--- src/rtl/read_response.sv ---
// ---------------------------------------------------------------------------
// read_response
//
// Purpose:
//   Consumes the internal read request (valid + 32-bit byte address) from the
//   AXI read-request stage and decodes it into a local bank of NUM_REGS 32-bit
//   registers. The word is returned on an AXI-style R channel with a
//   valid/ready handshake. A simple write port lets the write path fill the
//   bank. The FSM walks IDLE -> LOOKUP -> RESP -> IDLE. Requests arriving in
//   LOOKUP or RESP are not accepted; upstream keeps holding them.
//
// Optional feature (macro READ_TIMEOUT_EN):
//   When defined, a response that sits in RESP for TIMEOUT_CYCLES cycles
//   without a handshake is dropped. o_rvalid falls, the FSM returns to IDLE
//   and o_timeout pulses for one cycle. A handshake on the final cycle still
//   completes normally. When undefined, o_rvalid is held until the handshake
//   and o_timeout is constant 0.
//
// Ports:
//   clk                 clock, all logic on the rising edge
//   i_reset             synchronous reset, active-low
//   i_arvalid_internal  internal read request valid
//   i_araddr_internal   internal read byte address (32)
//   o_req_ready         high only in IDLE
//   i_wr_en             bank write strobe
//   i_wr_idx            bank index to write (IDX_W)
//   i_wr_data           bank write data (32)
//   i_rready            R-channel ready from the master
//   o_rvalid            R-channel valid
//   o_rdata             R-channel data (32)
//   o_rresp             2'b00 OKAY, 2'b10 SLVERR
//   o_timeout           one-cycle pulse when a response times out
// ---------------------------------------------------------------------------
module read_response #(
    parameter int NUM_REGS       = 16,
    parameter int IDX_W          = $clog2(NUM_REGS),
    parameter int TIMEOUT_CYCLES = 256
) (
    input  logic             clk,
    input  logic             i_reset,
    input  logic             i_arvalid_internal,
    input  logic [31:0]      i_araddr_internal,
    output logic             o_req_ready,
    input  logic             i_wr_en,
    input  logic [IDX_W-1:0] i_wr_idx,
    input  logic [31:0]      i_wr_data,
    input  logic             i_rready,
    output logic             o_rvalid,
    output logic [31:0]      o_rdata,
    output logic [1:0]       o_rresp
    ,
    output logic             o_timeout
);

    typedef enum logic [1:0] {
        ST_IDLE   = 2'b00,
        ST_LOOKUP = 2'b01,
        ST_RESP   = 2'b10
    } state_t;

    // First byte address past the bank; compared against the full 32-bit
    // address so that upper address bits never alias back into the bank.
    localparam logic [31:0] ADDR_LIMIT = 32'(NUM_REGS * 4);

    localparam logic [1:0] RESP_OKAY   = 2'b00;
    localparam logic [1:0] RESP_SLVERR = 2'b10;

    state_t            state_r;
    state_t            state_next_s;
    logic [31:0]       addr_r;
    logic              err_r;
    logic [31:0]       bank_r [NUM_REGS];
    logic              rvalid_r;
    logic [31:0]       rdata_r;
    logic [1:0]        rresp_r;
    logic              req_ready_r;
    logic              timeout_r;
    logic              handshake_s;
    logic              timeout_hit_s;

    // A request is an error when it is misaligned or falls outside the bank.
    function automatic logic addr_is_err(input logic [31:0] addr);
        return (addr[1:0] != 2'b00) || (addr >= ADDR_LIMIT);
    endfunction

    assign handshake_s = rvalid_r & i_rready;

`ifdef READ_TIMEOUT_EN
    localparam int CNT_W = $clog2(TIMEOUT_CYCLES + 1);

    logic [CNT_W-1:0] resp_cnt_r;

    // The count holds the number of RESP cycles already spent with i_rready low.
    // It expires in the TIMEOUT_CYCLES-th such cycle unless that cycle handshakes.
    assign timeout_hit_s = (state_r == ST_RESP) && !i_rready &&
                           (resp_cnt_r == CNT_W'(TIMEOUT_CYCLES - 1));

    // Response age counter: cleared on the way into RESP, counts stalled cycles.
    always_ff @(posedge clk) begin
        if (!i_reset) begin
            resp_cnt_r <= '0;
        end else if (state_r == ST_LOOKUP) begin
            resp_cnt_r <= '0;
        end else if ((state_r == ST_RESP) && !i_rready) begin
            resp_cnt_r <= resp_cnt_r + CNT_W'(1);
        end
    end
`else
    localparam int unused_timeout_cycles = TIMEOUT_CYCLES;

    assign timeout_hit_s = 1'b0;
`endif

    // FSM state register.
    always_ff @(posedge clk) begin
        if (!i_reset) begin
            state_r <= ST_IDLE;
        end else begin
            state_r <= state_next_s;
        end
    end

    // FSM next-state logic.
    always_comb begin
        state_next_s = state_r;
        case (state_r)
            ST_IDLE: begin
                if (i_arvalid_internal) begin
                    state_next_s = ST_LOOKUP;
                end else begin
                    state_next_s = ST_IDLE;
                end
            end
            ST_LOOKUP: begin
                state_next_s = ST_RESP;
            end
            ST_RESP: begin
                if (handshake_s || timeout_hit_s) begin
                    state_next_s = ST_IDLE;
                end else begin
                    state_next_s = ST_RESP;
                end
            end
            default: begin
                state_next_s = ST_IDLE;
            end
        endcase
    end

    // Request capture, decode result and registered R-channel outputs.
    always_ff @(posedge clk) begin
        if (!i_reset) begin
            addr_r      <= 32'h0000_0000;
            err_r       <= 1'b0;
            rdata_r     <= 32'h0000_0000;
            rresp_r     <= RESP_OKAY;
            rvalid_r    <= 1'b0;
            req_ready_r <= 1'b1;
            timeout_r   <= 1'b0;
        end else begin
            if ((state_r == ST_IDLE) && i_arvalid_internal) begin
                addr_r <= i_araddr_internal;
                err_r  <= addr_is_err(i_araddr_internal);
            end
            // The bank is read before any same-edge write lands, so a write
            // to the index being looked up returns the old value.
            if (state_r == ST_LOOKUP) begin
                rdata_r <= err_r ? 32'h0000_0000 : bank_r[addr_r[IDX_W+1:2]];
                rresp_r <= err_r ? RESP_SLVERR : RESP_OKAY;
            end
            rvalid_r    <= (state_next_s == ST_RESP);
            req_ready_r <= (state_next_s == ST_IDLE);
            timeout_r   <= timeout_hit_s;
        end
    end

    // Register bank write port; active in every state outside reset.
    always_ff @(posedge clk) begin
        if (!i_reset) begin
            for (int i = 0; i < NUM_REGS; i++) begin
                bank_r[i] <= 32'h0000_0000;
            end
        end else if (i_wr_en) begin
            bank_r[i_wr_idx] <= i_wr_data;
        end
    end

    assign o_req_ready = req_ready_r;
    assign o_rvalid    = rvalid_r;
    assign o_rdata     = rdata_r;
    assign o_rresp     = rresp_r;
    assign o_timeout   = timeout_r;

endmodule

--- config.mk ---
export PLATFORM = sky130hd
export DESIGN_NAME = read_response
export DESIGN_NICKNAME = d
export VERILOG_FILES = /design/src/rtl/read_response.sv
export SDC_FILE = /design/constraint.sdc
export NUM_CORES = 1
export LEC_CHECK = 0
export BUFFER_PORTS_ARGS = -buffer_cell sky130_fd_sc_hd__buf_2
export CAP_MARGIN = 10
export CELL_PAD_IN_SITES_DETAIL_PLACEMENT = 1
export CELL_PAD_IN_SITES_GLOBAL_PLACEMENT = 2
export CORE_MARGIN = 2
export CORE_UTILIZATION = 45
export DETAILED_ROUTE_END_ITERATION = 6
export GPL_ROUTABILITY_DRIVEN = 1
export PLACE_DENSITY = 0.8
export SYNTH_ARGS = -nofsm -noshare
export SYNTH_HDL_FRONTEND = slang
export SYNTH_SLANG_ARGS = --single-unit
--- constraint.sdc ---
create_clock -name clk -period 4.3 [get_ports clk]
set_input_delay 0.43 -clock clk [delete_from_list [all_inputs] [get_ports clk]]
set_output_delay 0.43 -clock clk [all_outputs]
set_load 0.02 [all_outputs]
==> metrics.md, run 1 <==
| Metric | Value |
|---|---|
| Outcome | completed |
| CTS Hold Bufs | 0 |
| Synth Area in XOR/XNOR | 0% |
| Setup crit end kind | register |
| Iter 0 DRT Violations | 1,185 |
| Top Ports | 110 |
| CTS root buf | clkbuf_16 |
| Worst Hold Class | input port to register |
| Setup slack, reg-to-reg | 1.45 ns |
| Dpl ws | 1.29 ns |
| Min-delay src | i_araddr_internal[3] |
| Rel. slew slack | 16.5% |
| EDFF count, synth | 512 |
| Final RePlAce weighted congestion | 0.748 |
| Setup violations, final | 0 |
| Hold Crit Endpoint | addr_r[3] |
| Crit path time final | 2.85 ns |
| Worst slew pin tran | 1.25 ns |
| # clock sinks | 558 |
| Adder-Cell Fraction of Synth Area | 0% |
| Row Count | 85 |
| DRT Pass-1 Iters | 5 |
| Largest area contributor in the synthesized netlist | edfxtp_1 |
| Crit Path Max Fanout | 23 |
| Worst Hold Depth | 3 |
| CTS tree | built |
| Final Net Count | 1,788 |
| Post-synth top area share | 62.5% |
| Post-Synth Simple-Gate Area | 15.1% |
| Maximum clock rate | 0.351 GHz |
| Vias in the first global route | 15.2k |
| WP buf/inv | 0 |
| Finished Layout Cells | 2,461 |
| Layout cell share with drive strength beyond 1 | 21.3% |
| Initial Utilization | 45.6% |
| H-tree levels | 2 |
| Crit start category | register |
| Power density over the cells | 444 nW/um^2 |
| Final total power | 12.4 mW |
| WP data arrival | 3.33 ns |
| Drt wl/cell | 27.9 um |
| Largest net degree at the start of global routing | 56 |
| Setup bufs post-CTS | 0 |
| Post-synthesis mux area share | 12.4% |
| Placed Cells | 2,350 |
| GR Util All Layers | 24.9% |
| Most numerous cell in the Yosys netlist | and2_1 |
| Fin crit share | 66.3% |
| RSZ-0062 raised after global routing | false |
| Final Cell Area | 27,900 sq um |
| Die W | 238 um |
| Vias after detailed routing | 14.2k |
| CTS resizes | 0 |
| Post-synth cell types | 40 |
| Synthesized flop and latch total | 558 |
| Peak VDD IR | 0.290 mV |
| Synth Area in Compound Gates | 3.69% |
| End of the worst register-to-register path | o_rdata[8] |
| Reg clk slew, reported paths | 0.06 ns |
| YS warnings | 0 |
| Critical path's largest stage delay | 0.82 ns |
| Synth area leaders | edfxtp_1 62%, and2_1 13%, mux4_2 7.9% |
| Synth Cell Area | 24,600 sq um |
| Leakage | 9.67 nW |
| Die height | 238 um |
| CP delay by family, top | simple AND/OR/NAND/NOR gates |
| Max_cap viols | 0 |
| Worst path required time | 4.78 ns |
| Via-to-Cell Ratio | 5.77 |
| DRC Markers | 0 |
| Full die area | 56,600 sq um |
| Clock Path Buffers | 3 |
| Placed cell area | 26,000 sq um |
| Grt ovf | 0 |
| Synth cell count leaders | 517 x and2_1, 512 x edfxtp_1, 101 x clkbuf_1, 101 x mux2i_1, 86 x mux4_2 |
| Clk Latency, worst-skew pair | 0.62 ns |
| ANT nets after route | 0 |
| Post-Synthesis Cells | 1,636 |
| Syn avg cell area | 15.0 sq um |
| Main combinational cell family by area after synthesis | simple AND/OR/NAND/NOR gates |
| Core region area | 53,900 sq um |
| Area grow syn2layout | 13.5% |
| Final hold violation count | 0 |
| Worst-path cell chain | nor2b_1 > nand2_1 > o211ai_1 > o221ai_1 |
| Post-synth top flop | edfxtp_1 |
| First-pass GRT wire length | 102,000 um |
| Share of flip-flops with an asynchronous set or reset | 0% |
| I/O Buffers | 107 |
| Worst setup margin | 1.45 ns |
| Sequential area share after synthesis | 66.2% |
| Initial antenna violation count | 1 |
| Total CTS buffers | 59 |
| Crit-path slowest cell | nand2_1 |
| Crit Path Category | register to register |
| DP Wirelength | 40,000 um |
| Worst r2r path cells | 4 |
| Setup Skew | 0.0213 ns |
| Routed WL | 68,700 um |
| Max-slew violation count | 0 |
| Fin Setup TNS | 0 ns |
-- metrics by stage --
step | utilization [%] | hold WS [ns]
detailed placement | 48.2 | 0.467
finish | 51.8 | 0.114
floorplan | - | 0.487
CTS | 51.8 | 0.0839
global placement | 48.2 | 0.452
global route | 51.8 | 0.141
-- cells in the final DEF (no fill, tap or decap), types with 3 or more instances in the layout --
master       n
nand2b_2     4
clkbuf_16   59
buf_4       47
nor4_1       7
inv_6        3
a22oi_1     30
clkinv_2    12
a2bb2oi_1   17
bufinv_16    7
mux2_2      10
and2_1     516
nor2_2      12
a21oi_1      4
o221ai_1    17
clkinv_1    14
nand2b_1     5
nor2_1      21
o21ai_4     12
dfxtp_1     43
nor3_4       3
edfxtp_1   512
nand2_1     28
clkbuf_1    12
o21ai_1      9
mux2i_1    101
dfxtp_4      3
buf_2      107
nor2b_1      6
o211ai_1    26
mux4_2      86
-- cell type report --
class                      count  area (sq um)
antenna                        1          2.50
clock buffer                  72          1540
clock inverter                38           365
fill                        5114         26000
inverter                       1          3.75
multi-input combinational    939          7910
sequential                   558         16300
tap                          696           871
timing repair buffer         156           928
-- cells by family (layout without fill, tap and decap cells) --
logic type | after synthesis | count (layout)
flip-flops | 558 | 558
multiplexers | 197 | 197
other | 1 | 3
AND/OR/NAND/NOR | 616 | 616
buffers and inverters | 140 | 267
AO/OA/AOI/OAI | 124 | 124
-- power by group --
group	internal [mW]	switching (mW)	leakage, nW	total (mW)
registers	6.23	0.131	5.26	6.36
logic	0.365	0.589	3.48	0.954
clock network	2.95	2.14	0.934	5.09
-- worst reg2reg max path, cell delays in order (launching register included) --
cell,delay [ns]
dfxtp_4,0.67
nor2b_1,0.53
nand2_1,0.82
o211ai_1,0.54
o221ai_1,0.15
-- registers in the layout, indices dropped and copies added (netlist names), named ones only --
name         flops
o_rdata         32
o_rresp          1
o_rvalid         1
addr_r           4
bank_r         512
state_r          2
o_req_ready      1
err_r            1
-- per-layer routing --
layer | global-route usage, % | vias up | wire, um
met5 | 0 | - | 0
met3 | 3.66 | 119 | 3310
li1 | - | 6179 | -
met2 | 42.7 | 400 | 34300
met1 | 32.6 | 7498 | 29000
met4 | 8.31 | 0 | 2070
-- how the worst max path moves through the flow --
stage / startpoint / end / slack [ns] / depth (start not counted)
3_5_place_dp: i_reset / bank_r[5][11] / 1.29 / 4
5_1_grt: register / o_rdata[8] / 1.35 / 4
2_1_floorplan: i_wr_idx[3] / bank_r[2][0] / 0.57 / 3
4_1_cts: register / o_rdata[8] / 1.50 / 4
6_report: register / o_rdata[8] / 1.45 / 4
3_3_place_gp: i_reset / bank_r[13][23] / 1.41 / 4
Power figures use the tool's default switching activity.
==> run 2, diff against run 1 <==
==> constraint.sdc (replaced) <==
create_clock -name clk -period 2.75 [get_ports clk]
set_input_delay 0.275 -clock clk [delete_from_list [all_inputs] [get_ports clk]]
set_output_delay 0.275 -clock clk [all_outputs]
set_load 0.02 [all_outputs]
==> run 2 against run 1 <==
  * Sequential share of layout area decreased by 1.2 points
  * Clock skew is 0.0012 ns higher
  * Count of clock-buffer cells in the layout grew 11
  * Sequential cell count stayed put
  * First-iteration DRC count shrank 4.0%
  * Combinational power increased by 64%
  * Largest power group unchanged
  * Highest routed layer is now met5
==> metrics.md, run 2 (synthesis gave the netlist of run 1 again) <==
| Metric | Value |
|---|---|
| DRT Pass-1 Iters | 5 |
| Die W | 238 um |
| CTS root buf | clkbuf_16 |
| Final Net Count | 1,831 |
| Iter 0 DRT Violations | 1,138 |
| Routed WL | 69,600 um |
| Vias after detailed routing | 14.4k |
| CTS tree | built |
| Crit Path Category | register to register |
| Full die area | 56,600 sq um |
| Power density over the cells | 687 nW/um^2 |
| Final total power | 19.6 mW |
| Crit path time final | 2.20 ns |
| Dpl ws | 0.477 ns |
| Worst Hold Class | input port to register |
| ANT nets after route | 0 |
| Clock Path Buffers | 3 |
| Setup bufs post-CTS | 0 |
| Setup crit end kind | register |
| Outcome | completed |
| Fin Setup TNS | 0 ns |
| Biggest register | bank_r |
| Final hold violation count | 0 |
| Max-slew violation count | 0 |
| Clk Latency, worst-skew pair | 0.63 ns |
| Row Count | 85 |
| Placed Cells | 2,388 |
| Most frequent cells in the layout | 516 x and2_1, 512 x edfxtp_1, 107 x buf_2 |
| GR Util All Layers | 25.1% |
| H-tree levels | 2 |
| Worst slew pin tran | 0.861 ns |
| RSZ-0062 raised after global routing | false |
| Largest net degree at the start of global routing | 51 |
| Placed cell area | 26,500 sq um |
| Hold Worst Slack | 0.0274 ns |
| CTS resizes | 0 |
| Drt wl/cell | 27.7 um |
| Worst setup margin | 0.548 ns |
| Initial antenna violation count | 3 |
| WP data arrival | 2.68 ns |
| Top Ports | 110 |
| Core region area | 53,900 sq um |
| Worst-path cell chain | nor2b_1 > nand2_1 > buf_4 > o211ai_1 > o221ai_1 |
| Worst path required time | 3.22 ns |
| Total CTS buffers | 60 |
| Die height | 238 um |
| Fin crit share | 80.1% |
| DRC Markers | 0 |
| Grt ovf | 0 |
| Setup violations, final | 0 |
| Area grow syn2layout | 15.8% |
| Final Util | 52.8% |
| First-pass GRT wire length | 103,000 um |
| Max reg flops | 512 |
| Vias in the first global route | 15.7k |
| Max_cap viols | 0 |
| Final RePlAce weighted congestion | 0.784 |
| Leakage | 9.96 nW |
| Reg clk slew, reported paths | 0.06 ns |
| Rel. slew slack | 42.5% |
| DP Wirelength | 42,600 um |
| Setup Skew | 0.0224 ns |
| Crit Path Max Fanout | 14 |
| Final Cell Area | 28,500 sq um |
| I/O Buffers | 107 |
| # clock sinks | 558 |
| Finished Layout Cells | 2,508 |
| Layout cell share with drive strength beyond 1 | 23.3% |
| Via-to-Cell Ratio | 5.74 |
| Crit-path slowest cell | nor2b_1 |
| Peak VDD IR | 0.471 mV |
| Critical path's largest stage delay | 0.63 ns |
| Initial Utilization | 45.6% |
| Commonest non-fill, non-tap cell in the layout | and2_1 |
| Crit start category | register |
| Maximum clock rate | 0.454 GHz |
==> run 2: cell count changes in the layout (fill, tap and decap cells not counted), moves of 4 or more <==
| cell | change |
|---|---|
| buf_12 | +13 |
| clkinv_1 | -5 |
| dlygate4sd3_1 | +4 |
| clkbuf_8 | +9 |
| buf_4 | +25 |
==> run 2: area by class of cell <==
| type | instances | area, sq um |
|---|---|---|
| fill | 5136 | 25400 |
| antenna | 3 | 7.51 |
| tap | 696 | 871 |
| clock inverter | 30 | 288 |
| timing repair buffer | 198 | 1420 |
| inverter | 1 | 3.75 |
| multi-input combinational | 939 | 7910 |
| clock buffer | 83 | 1690 |
| sequential | 558 | 16300 |
==> run 2: what timing repair did <==
item,CTS,global route
endpoints found under the setup margin,0,0
endpoints found under the hold margin,7,0
hold buffers,4,0
==> run 2: final timing paths <==
kind / start / endpoint / slack, ns / cells after the start
worst min register to register: o_rdata[22] / o_rdata[22] / 0.48 / 2
worst max-delay path: register / o_rdata[20] / 0.55 / 5
worst min-delay path: i_rready / o_rvalid / 0.03 / 4
worst max register to register: register / o_rdata[20] / 0.55 / 5
==> run 2: critical path: cells and delay by family, from the launching register on <==
family / cells / cell delay (ns)
AOI/OAI and AO/OA: 2 / 0.45
buffers and inverters: 1 / 0.28
DFF: 1 / 0.44
and+or+nand+nor: 2 / 0.86
==> run 2: layer usage <==
layer / wire [um] / global-route usage [%] / share of wire [%] / vias up
li1: - / - / - / 6273
met1: 29200 / 33.6 / 42 / 7576
met2: 34400 / 42.3 / 49 / 415
met3: 3620 / 3.52 / 5.2 / 127
met4: 2340 / 8.52 / 3.4 / 2
met5: 12 / 0 / 0.017 / -
==> run 2: power by group <==
part           switching, mW  total [mW]  internal [mW]
sequential             0.169        9.91           9.74
combinational          0.942        1.56          0.623
clock                   3.37        8.11           4.74
